## src/rtl/prbs_bist_ctrl.sv

```systemverilog
// prbs_bist_ctrl: BIST sequencer that seeds and runs the PRBS generator, locks onto the loopback and counts errors.
// Define PRBS_BIT_ERR_CNT_EN to make err_cnt accumulate bit errors instead of word errors.
module prbs_bist_ctrl #(
   parameter int WIDTH     = 24,
   parameter int TAP1      = 6,
   parameter int TAP2      = 5,
   parameter int CNT_W     = 16,
   parameter int ERR_W     = 16,
   parameter int LOCK_CNT  = 4,
   parameter int DRAIN_CYC = 16
) (
   input  logic             clk,
   input  logic             rst_n,
   input  logic             start,
   input  logic             stop,
   input  logic [CNT_W-1:0] num_words,
   input  logic [WIDTH-1:0] seed,
   output logic             gen_load,
   output logic [WIDTH-1:0] gen_seed,
   output logic             gen_en,
   input  logic [WIDTH-1:0] rx_data,
   input  logic             rx_valid,
   output logic             busy,
   output logic             locked,
   output logic             done,
   output logic             pass,
   output logic [ERR_W-1:0] err_cnt,
   output logic [CNT_W-1:0] word_cnt
);
   localparam int IW = $clog2(DRAIN_CYC + 1);
   localparam int MW = $clog2(LOCK_CNT + 1);

   typedef enum logic [2:0] {IDLE, LOAD, RUN, DRAIN, DONE} state_t;

   state_t           state, nxt;
   logic [CNT_W-1:0] tx_cnt;
   logic [IW-1:0]    idle_cnt;
   logic [MW-1:0]    match_cnt;
   logic [WIDTH-1:0] expected;
   logic [ERR_W-1:0] err_nxt;
   logic             seen, active, hit, drain_end;

   function automatic logic [WIDTH-1:0] step(input logic [WIDTH-1:0] x);
      logic [WIDTH-1:0] y;
      y = x;
      for (int i = 0; i < WIDTH; i++) y = {y[WIDTH-2:0], y[TAP1] ^ y[TAP2]};
      return y;
   endfunction

   assign active    = (state == RUN || state == DRAIN) && rx_valid;
   assign hit       = rx_data == expected;
   assign drain_end = !rx_valid && idle_cnt == IW'(DRAIN_CYC - 1);

`ifdef PRBS_BIT_ERR_CNT_EN
   logic [ERR_W:0] err_sum;
   always_comb begin
      err_sum = {1'b0, err_cnt};
      for (int i = 0; i < WIDTH; i++) err_sum = err_sum + (ERR_W+1)'(rx_data[i] ^ expected[i]);
   end
   assign err_nxt = err_sum[ERR_W] ? '1 : err_sum[ERR_W-1:0];
`else
   assign err_nxt = (err_cnt == '1) ? err_cnt : err_cnt + ERR_W'(1);
`endif

   always_ff @(posedge clk) begin
      if (!rst_n) state <= IDLE;
      else        state <= nxt;
   end

   always_comb begin
      nxt = state;
      case (state)
         IDLE:    nxt = (start && !stop) ? LOAD : IDLE;
         LOAD:    nxt = stop ? DONE : (num_words == '0) ? DRAIN : RUN;
         RUN:     nxt = stop ? DONE : (tx_cnt + CNT_W'(1) == num_words) ? DRAIN : RUN;
         DRAIN:   nxt = (stop || drain_end) ? DONE : DRAIN;
         default: nxt = IDLE;
      endcase
   end

   always_comb begin
      gen_load = state == LOAD;
      gen_seed = (state == LOAD) ? seed : '0;
      gen_en   = state == RUN;
      busy     = state != IDLE;
      done     = state == DONE;
   end

   always_ff @(posedge clk) begin
      if (!rst_n) begin
         tx_cnt    <= '0;
         idle_cnt  <= '0;
         match_cnt <= '0;
         expected  <= '0;
         seen      <= 1'b0;
         locked    <= 1'b0;
         pass      <= 1'b0;
         err_cnt   <= '0;
         word_cnt  <= '0;
      end else begin
         tx_cnt   <= (state == RUN) ? tx_cnt + CNT_W'(1) : '0;
         idle_cnt <= (state == DRAIN && !rx_valid) ? idle_cnt + IW'(1) : '0;
         if (state == IDLE && nxt == LOAD) begin
            err_cnt  <= '0;
            word_cnt <= '0;
            locked   <= 1'b0;
            pass     <= 1'b0;
         end
         // Result is latched on entry to DONE; an abort always reports fail.
         if (state != DONE && nxt == DONE)
            pass <= state == DRAIN && !stop && locked && err_cnt == '0 && word_cnt != '0;
         if (state == LOAD) begin
            seen      <= 1'b0;
            match_cnt <= '0;
            expected  <= '0;
            locked    <= 1'b0;
         end else if (active) begin
            if (locked) begin
               expected <= step(expected);
               if (word_cnt != '1) word_cnt <= word_cnt + CNT_W'(1);
               if (!hit) err_cnt <= err_nxt;
            end else if (seen && hit) begin
               expected  <= step(expected);
               match_cnt <= match_cnt + MW'(1);
               if (match_cnt == MW'(LOCK_CNT - 1)) locked <= 1'b1;
            end else begin
               expected  <= step(rx_data);
               match_cnt <= '0;
               seen      <= 1'b1;
            end
         end
      end
   end
endmodule
```

## config.mk

```make
export PLATFORM = sky130hd
export DESIGN_NAME = prbs_bist_ctrl
export DESIGN_NICKNAME = d
export VERILOG_FILES = /design/src/rtl/prbs_bist_ctrl.sv
export SDC_FILE = /design/constraint.sdc
export NUM_CORES = 1
export LEC_CHECK = 0
export ABC_AREA = 0
export CORE_ASPECT_RATIO = 0.5
export CORE_MARGIN = 8
export CORE_UTILIZATION = 55
export DETAILED_ROUTE_END_ITERATION = 8
export PLACE_DENSITY = 0.85
export SYNTH_ARGS = -nofsm -noshare
export SYNTH_HDL_FRONTEND = slang
export SYNTH_SLANG_ARGS = --single-unit
```

## constraint.sdc

```tcl
create_clock -name clk -period 4 [get_ports clk]
set_input_delay 0.6 -clock clk [delete_from_list [all_inputs] [get_ports clk]]
set_output_delay 0.6 -clock clk [all_outputs]
set_load 0.02 [all_outputs]
```

==> qor_table.md, run 1 <==
| Metric | Value | Unit |
|:---|:---|:---|
| Synthesized instance count | 711 | - |
| # Post-CTS Setup Buffers | 0 | - |
| Area of the placeable core | 10200 | um2 |
| Tot GR Track Use | 0.228 | - |
| Worst IR Drop VDD | 0.000188 | V |
| Portion of the clock cycle consumed by the worst path in the final layout | 0.731 | - |
| Post-Route WL | 16100 | um |
| Number of buffers between clock root and the deepest sink | 2 | - |
| CP top delay family | compound AO/OA/AOI/OAI gates | - |
| Placement row count | 26 | - |
| Final-layout setup total negative slack | 0 | ps |
| Remaining global-route overflow | 0 | - |
| # nets final | 885 | - |
| Buffer cell driving the clock tree root | sky130_fd_sc_hd__clkbuf_16 | - |
| Final HPWL from detailed placement | 11800 | um |
| Number of buffer and inverter stages on the critical path | 1 | - |
| Fraction of final layout cells with drive strength greater than 1 | 0.0406 | - |
| Count of TritonRoute iterations in the first routing pass | 6 | - |
| DR vias | 5640 | - |
| Outcome | finished clean | - |
| Non-Filler Instances | 952 | - |
| Hold Buf Count CTS | 0 | - |
| Power Dens Cells | 264 | nW/um2 |
| Via count of the first global-routing pass | 5508 | - |
| Delay of the slowest cell on the worst path | 610 | ps |
| Largest net degree at the start of global routing | 30 | - |
| Initial core utilization | 0.562 | - |
| Setup Skew | 7.26 | ps |
| Final hold violations | 0 | - |
| Critical path class | input pin to flip-flop | - |
| Ratio of routed vias to standard cells | 5.92 | - |
| Yosys cell types | 59 | - |
| Max Cap Violations | 0 | - |
| Most frequent standard cell in the layout excluding fill and tap cells | sky130_fd_sc_hd__clkdlybuf4s50_1 | - |
| # placed instances | 936 | - |
| Die outline width | 160 | um |
| Number of I/O pins | 131 | - |
| Sum of internal, switching and leakage power | 1910 | uW |
| Least-Margin Pin Slew | 965 | ps |
| Register area share after synthesis | 0.301 | - |
| Total clock sinks | 86 | - |
| Asr flop ratio synth | 0 | - |
| Insertion delay of the later-clocked pin in the worst-skew pair | 340 | ps |
| Final Wtd Congestion | 0.964 | - |
| Cell breakdown of the critical path | clkdlybuf4s50_1 > xor2_1 > nor4_1 > nand4_1 > o21ba_1 > a21o_1 > o22ai_1 | - |
| Global-route wire length before repair | 26700 | um |
| Number of antenna cells inserted | 0 | - |
| Mapped cell area | 5730 | um2 |
| Clock tree from TritonCTS | yes | - |
| 1st-iter DRT viols | 352 | - |
| Launching element type of the critical path | input pin | - |
| Sort of element at the end of the critical path | flip-flop | - |
| Number of H-tree branching levels | 3 | - |
| Leakage component of the power | 0.00261 | uW |
| Yosys warnings | 0 | - |
| CP max FO | 18 | - |
| Area of the die | 14100 | um2 |
| Syn_nets | 789 | - |
| Path type of the worst min-delay path | flip-flop to flip-flop | - |
| CTS clock-pin slew for the worst setup and hold paths | 60 | ps |
| Final period demand of the worst path | 2920 | ps |
| Number of enable-type register cells in the synthesized netlist | 0 | - |
| Finish-stage setup viols | 0 | - |
| Final Slew Violations | 0 | - |
| Post-DR wirelength/cell | 16.9 | um |
| Required @ worst endpoint | 4250 | ps |
| #FFs+latches synth | 86 | - |
| Worst max-slew margin expressed relative to the limit | 0.348 | - |
| Leading cell types in the layout, fill and taps excluded | sky130_fd_sc_hd__clkdlybuf4s50_1 (130), sky130_fd_sc_hd__dfxtp_1 (86), sky130_fd_sc_hd__nor2_1 (67) | - |
| Residual DRC | 0 | - |
| Chip Height | 88.2 | um |
| Mean instance size in the synthesized netlist | 8.05 | um2 |
| Critical-path top delay cell | sky130_fd_sc_hd__clkdlybuf4s50_1 | - |
| Antenna-violating nets left | 0 | - |
| Dominant register cell in the synthesized netlist | sky130_fd_sc_hd__dfxtp_1 | - |
| Post_cts resized | 0 | - |
| Number of buffers created by CTS | 9 | - |
| Total of buffers placed on input and output ports | 130 | - |
| Worst path arrival time | 3180 | ps |
| Unrepaired setup endpoints after global routing | no | - |
| Area added between synthesis and finish | 26.7 | % |
| Antenna violations before repair | 0 | - |
| Upper clock frequency limit | 342 | MHz |
## where the power goes
group | internal (uW) | switching (uW) | leakage, uW | total [uW]
combinational | 125 | 119 | 0.00177 | 244
sequential | 860 | 5.77 | 0.000693 | 866
clock | 470 | 335 | 0.000142 | 804
total | 1450 | 459 | 0.00261 | 1910
## synth_stat cells, types with 2 or more instances
cell / number / area, um2
sky130_fd_sc_hd__dfxtp_1: 86 / 1720
sky130_fd_sc_hd__nor2_1: 67 / 251
sky130_fd_sc_hd__xor2_1: 57 / 499
sky130_fd_sc_hd__nand3_1: 52 / 260
sky130_fd_sc_hd__xnor2_1: 52 / 455
sky130_fd_sc_hd__nand2_1: 44 / 165
sky130_fd_sc_hd__a21oi_1: 32 / 160
sky130_fd_sc_hd__and2_1: 30 / 188
sky130_fd_sc_hd__o21ai_0: 23 / 115
sky130_fd_sc_hd__clkbuf_1: 22 / 82.6
sky130_fd_sc_hd__inv_1: 21 / 78.8
sky130_fd_sc_hd__nor4_1: 19 / 119
sky130_fd_sc_hd__nand4_1: 16 / 100
sky130_fd_sc_hd__nor3_1: 15 / 75.1
sky130_fd_sc_hd__buf_2: 14 / 70.1
sky130_fd_sc_hd__a31oi_1: 13 / 81.3
sky130_fd_sc_hd__mux2i_1: 13 / 130
sky130_fd_sc_hd__or4_1: 11 / 82.6
sky130_fd_sc_hd__buf_4: 10 / 75.1
sky130_fd_sc_hd__a41oi_1: 9 / 78.8
sky130_fd_sc_hd__ha_1: 9 / 113
sky130_fd_sc_hd__o211ai_1: 9 / 67.6
sky130_fd_sc_hd__or3_1: 9 / 56.3
sky130_fd_sc_hd__and3_1: 8 / 50.1
sky130_fd_sc_hd__buf_6: 5 / 56.3
sky130_fd_sc_hd__nand3b_1: 5 / 37.5
sky130_fd_sc_hd__nor2b_1: 5 / 31.3
sky130_fd_sc_hd__o22ai_1: 5 / 31.3
sky130_fd_sc_hd__a211oi_1: 4 / 30.0
sky130_fd_sc_hd__nand2b_1: 4 / 25.0
sky130_fd_sc_hd__nor4_4: 3 / 63.8
sky130_fd_sc_hd__a2111oi_0: 2 / 17.5
sky130_fd_sc_hd__a221o_1: 2 / 20.0
sky130_fd_sc_hd__and3b_1: 2 / 17.5
sky130_fd_sc_hd__nand3_2: 2 / 20.0
sky130_fd_sc_hd__nand4_2: 2 / 25.0
sky130_fd_sc_hd__nand4b_1: 2 / 17.5
sky130_fd_sc_hd__nor3b_1: 2 / 15.0
sky130_fd_sc_hd__nor3b_2: 2 / 25.0
sky130_fd_sc_hd__o21bai_1: 2 / 15.0
sky130_fd_sc_hd__o221ai_1: 2 / 17.5
sky130_fd_sc_hd__o2bb2ai_1: 2 / 17.5
## logic make-up (layout without fill, tap and decap cells)
family,Yosys count,after routing,synth area share
muxes,13,13,0.0227
adders and majority gates,9,9,0.0197
AOI/OAI and AO/OA,118,118,0.134
and+or+nand+nor,303,303,0.289
buffers and inverters,72,173,0.0634
xor gates and xnor gates,110,110,0.171
DFF,86,86,0.301
## metrics by stage
step / setup WS [ps] / area [um2] / util / hold slack (ps)
after floorplan: 1810 / 5730 / - / 418
after global placement: 872 / 6970 / 0.684 / 432
after detailed placement: 812 / 6970 / 0.684 / 441
after CTS: 1120 / 7260 / 0.713 / 453
after global routing: 939 / 7260 / 0.713 / 477
final: 1080 / 7260 / 0.713 / 447
## flip-flops by register name, summed over array words and instances (netlist names), 3 cells and up
| signal | flops |
|---|---|
| word_cnt | 16 |
| match_cnt | 3 |
| err_cnt | 16 |
| idle_cnt | 5 |
| tx_cnt | 16 |
| expected | 24 |
| state | 3 |
## cell type report
type                            count  area [um2]
Clock buffer                       13         270
Clock inverter                      3        17.5
Fill cell                         828        2930
Inverter                           21        78.8
Multi-Input combinational cell    553        3650
Sequential cell                    86        1720
Tap cell                          140         175
Timing Repair Buffer              136        1350
## path summary, 6_finish.rpt
kind	start	to	slack [ps]	cells after the start
max reg2reg	err_cnt[1]	err_cnt[4]	1290	7
min	idle_cnt[0]	idle_cnt[0]	450	1
max	rx_data[0]	err_cnt[3]	1080	7
min reg2reg	idle_cnt[0]	idle_cnt[0]	450	1
## layer usage
metal  wire length, um  vias to the layer above  track usage  share of wire
met5                 0                        -            0              0
met3              1560                       35       0.0779          0.097
met4               304                        0       0.0816          0.019
li1                  -                     2707            -              -
met2              7730                      253        0.404           0.48
met1              6530                     2645        0.256           0.41
(Power assumes the default switching activity.)
==> inputs of run 2 (changes only) <==
--- a/config.mk
+++ b/config.mk
@@ -8,9 +8,9 @@
 export ABC_AREA = 0
 export CORE_ASPECT_RATIO = 0.5
 export CORE_MARGIN = 8
-export CORE_UTILIZATION = 55
+export CORE_UTILIZATION = 46
 export DETAILED_ROUTE_END_ITERATION = 8
-export PLACE_DENSITY = 0.85
+export PLACE_DENSITY = 0.75
 export SYNTH_ARGS = -nofsm -noshare
 export SYNTH_HDL_FRONTEND = slang
 export SYNTH_SLANG_ARGS = --single-unit
==> constraint.sdc (replaced) <==
create_clock -name clk -period 2.36 [get_ports clk]
set_input_delay 0.354 -clock clk [delete_from_list [all_inputs] [get_ports clk]]
set_output_delay 0.354 -clock clk [all_outputs]
set_load 0.02 [all_outputs]
==> run 2 against run 1 <==
  * Clock power grew 82%
  * Register-to-register slack got worse by 1100 ps
  * Non-clock buffer count up 59
  * Die area grew 17%
  * Global-route usage shrank 2.4 points
  * Critical endpoint is now err_cnt[12]
==> qor_table.md, run 2 (same netlist as run 1, synthesis figures left out) <==
| Metric | Value | Unit | Delta |
|:---|:---|:---|:---|
| Final Wtd Congestion | 0.926 | - | -3.9% |
| Critical path class | input pin to flip-flop | - |  |
| Setup Skew | 6.99 | ps | -0.270 ps |
| Antenna violations before repair | 0 | - | unchanged |
| DR vias | 5865 | - | +4.0% |
| Register-to-register setup slack | 160 | ps | -1130 ps |
| Tot GR Track Use | 0.205 | - | -0.0237 |
| Max Cap Violations | 0 | - | unchanged |
| Count of filler cells inserted in the layout | 1035 | - | +25% |
| Post-Route WL | 17400 | um | +8.2% |
| Finish-stage setup viols | 0 | - | unchanged |
| Fraction of final layout cells with drive strength greater than 1 | 0.117 | - | +0.0763 |
| Area of the placeable core | 12000 | um2 | +18% |
| Placed Area | 7460 | um2 | +7.1% |
| End-of-flow core utilization | 0.658 | - | -0.0546 |
| Worst IR Drop VDD | 0.000396 | V | +110% |
| Area of the die | 16500 | um2 | +17% |
| Via count of the first global-routing pass | 5615 | - | +1.9% |
| Upper clock frequency limit | 434 | MHz |  |
| Path type of the worst min-delay path | flip-flop to flip-flop | - |  |
| Number of buffers between clock root and the deepest sink | 2 | - | unchanged |
| Die outline width | 174 | um | +8.4% |
| Sort of element at the end of the critical path | flip-flop | - |  |
| Total of buffers placed on input and output ports | 130 | - | unchanged |
| Hold Buf Count CTS | 0 | - | unchanged |
| Buffer cell driving the clock tree root | sky130_fd_sc_hd__clkbuf_16 | - |  |
| Initial core utilization | 0.478 | - | -0.0845 |
| Number of buffers created by CTS | 9 | - | unchanged |
| Final Slew Violations | 0 | - | unchanged |
| Outcome | finished clean | - |  |
| Leakage component of the power | 0.00323 | uW | +24% |
| Most frequent standard cell in the layout excluding fill and tap cells | sky130_fd_sc_hd__clkdlybuf4s50_1 | - |  |
| Residual DRC | 0 | - | unchanged |
| Antenna-violating nets left | 0 | - | unchanged |
| Max layer used | met4 | - |  |
| # nets final | 945 | - | +6.8% |
| CP max FO | 17 | - | -1 |
| Insertion delay of the later-clocked pin in the worst-skew pair | 340 | ps | about the same |
| Clock tree from TritonCTS | yes | - |  |
| Global-route wire length before repair | 28200 | um | +5.6% |
| Worst max-slew margin expressed relative to the limit | 0.495 | - | +0.147 |
| 1st-iter DRT viols | 568 | - | +61% |
| Area added between synthesis and finish | 37.7 | % |  |
| Count of TritonRoute iterations in the first routing pass | 5 | - | -1 |
| Largest net degree at the start of global routing | 30 | - | unchanged |
| Final hold violations | 0 | - | unchanged |
| Worst slack at placement | -451 | ps | -1260 ps |
| Post-DR wirelength/cell | 16.8 | um | -0.71% |
| Worst path arrival time | 2520 | ps | -660 ps |
| Number of I/O pins | 131 | - | unchanged |
| CTS clock-pin slew for the worst setup and hold paths | 60 | ps | about the same |
| Sum of internal, switching and leakage power | 3380 | uW | +77% |
| Number of antenna cells inserted | 0 | - | unchanged |
| Detailed route wirelength on metal2 | 8170 | um | +5.7% |
| Portion of the clock cycle consumed by the worst path in the final layout | 0.977 | - |  |
| Post-Layout Inst Area | 7880 | um2 | +8.7% |
| Launching element type of the critical path | input pin | - |  |
| Leading cell types in the layout, fill and taps excluded | sky130_fd_sc_hd__clkdlybuf4s50_1 (105), sky130_fd_sc_hd__dfxtp_1 (85), sky130_fd_sc_hd__nor2_1 (67) | - |  |
| Total clock sinks | 86 | - | unchanged |
| Largest register FFs | 24 | - | unchanged |
| Power Dens Cells | 429 | nW/um2 | +63% |
| Required @ worst endpoint | 2570 | ps | -1680 ps |
| Unrepaired setup endpoints after global routing | yes | - |  |
| Least-Margin Pin Slew | 752 | ps | -213 ps |
| Met3 layer wire length in the routed design | 1400 | um | -9.8% |
| Final HPWL from detailed placement | 13100 | um | +11% |
| Number of H-tree branching levels | 3 | - | unchanged |
| Ratio of routed vias to standard cells | 5.66 | - | -4.5% |
| Chip Height | 94.9 | um | +7.6% |
| Placement row count | 28 | - | +7.7% |
| Register ranked first by flip-flop count | expected | - |  |
| Routed length on met1 | 7590 | um | +16% |
| Final period demand of the worst path | 2310 | ps |  |
| Worst path setup slack after routing | 54.4 | ps | -1020 ps |
| Remaining global-route overflow | 0 | - | unchanged |
run 2: area by class of cell:
type,count,area [um2],area share
clock buffer,13,260,0.0330
clock inverter,3,42.5,0.00540
inverter,21,78.8,0.0100
multi-input combinational,554,3720,0.472
sequential,86,1720,0.219
tap,165,206,0.0262
timing repair buffer,195,1850,0.235
run 2: path summary, 6_finish.rpt:
kind	endpoint	startpoint	cells past startpoint
min	idle_cnt[0]	idle_cnt[0]	1
max	err_cnt[12]	rx_data[21]	11
max reg2reg	err_cnt[12]	expected[21]	10
min reg2reg	idle_cnt[0]	idle_cnt[0]	1
run 2: worst max-delay path: stages:
cell and delay, ps:
sky130_fd_sc_hd__clkdlybuf4s50_1 420, sky130_fd_sc_hd__xor2_1 160, sky130_fd_sc_hd__nor4_2 340, sky130_fd_sc_hd__buf_4 170, sky130_fd_sc_hd__nand4_1 110, sky130_fd_sc_hd__buf_4 180
sky130_fd_sc_hd__buf_4 130, sky130_fd_sc_hd__o21ba_4 240, sky130_fd_sc_hd__buf_12 150, sky130_fd_sc_hd__a41oi_2 200, sky130_fd_sc_hd__a31oi_1 60
run 2: through the flow:
| step | TNS (ps) | hold WS [ps] | std cells |
|---|---|---|---|
| final | 0 | 465 | 1037 |
| after global routing | -159 | 485 | 1037 |
| after global placement | -8880 | 431 | 1018 |
| after detailed placement | -10390 | 448 | 1018 |
| after floorplan | 0 | 418 | 711 |
| after CTS | 0 | 464 | 1035 |
run 2: per-layer routing:
layer | vias up | global-route usage
met5 | - | 0
met4 | 0 | 0.0580
met3 | 23 | 0.0542
met2 | 254 | 0.347
met1 | 2755 | 0.256
li1 | 2833 | -
run 2: repair_timing:
item,in CTS,in global routing
resized for setup,14,25
buffers inserted,1,1
cloned,0,1
pin swaps,0,2
endpoints found under the setup margin,35,26
run 2: where the power goes:
part | total [uW] | internal, uW | switching (uW)
Combinational | 459 | 241 | 218
Clock | 1460 | 878 | 580
Sequential | 1460 | 1460 | 6.53
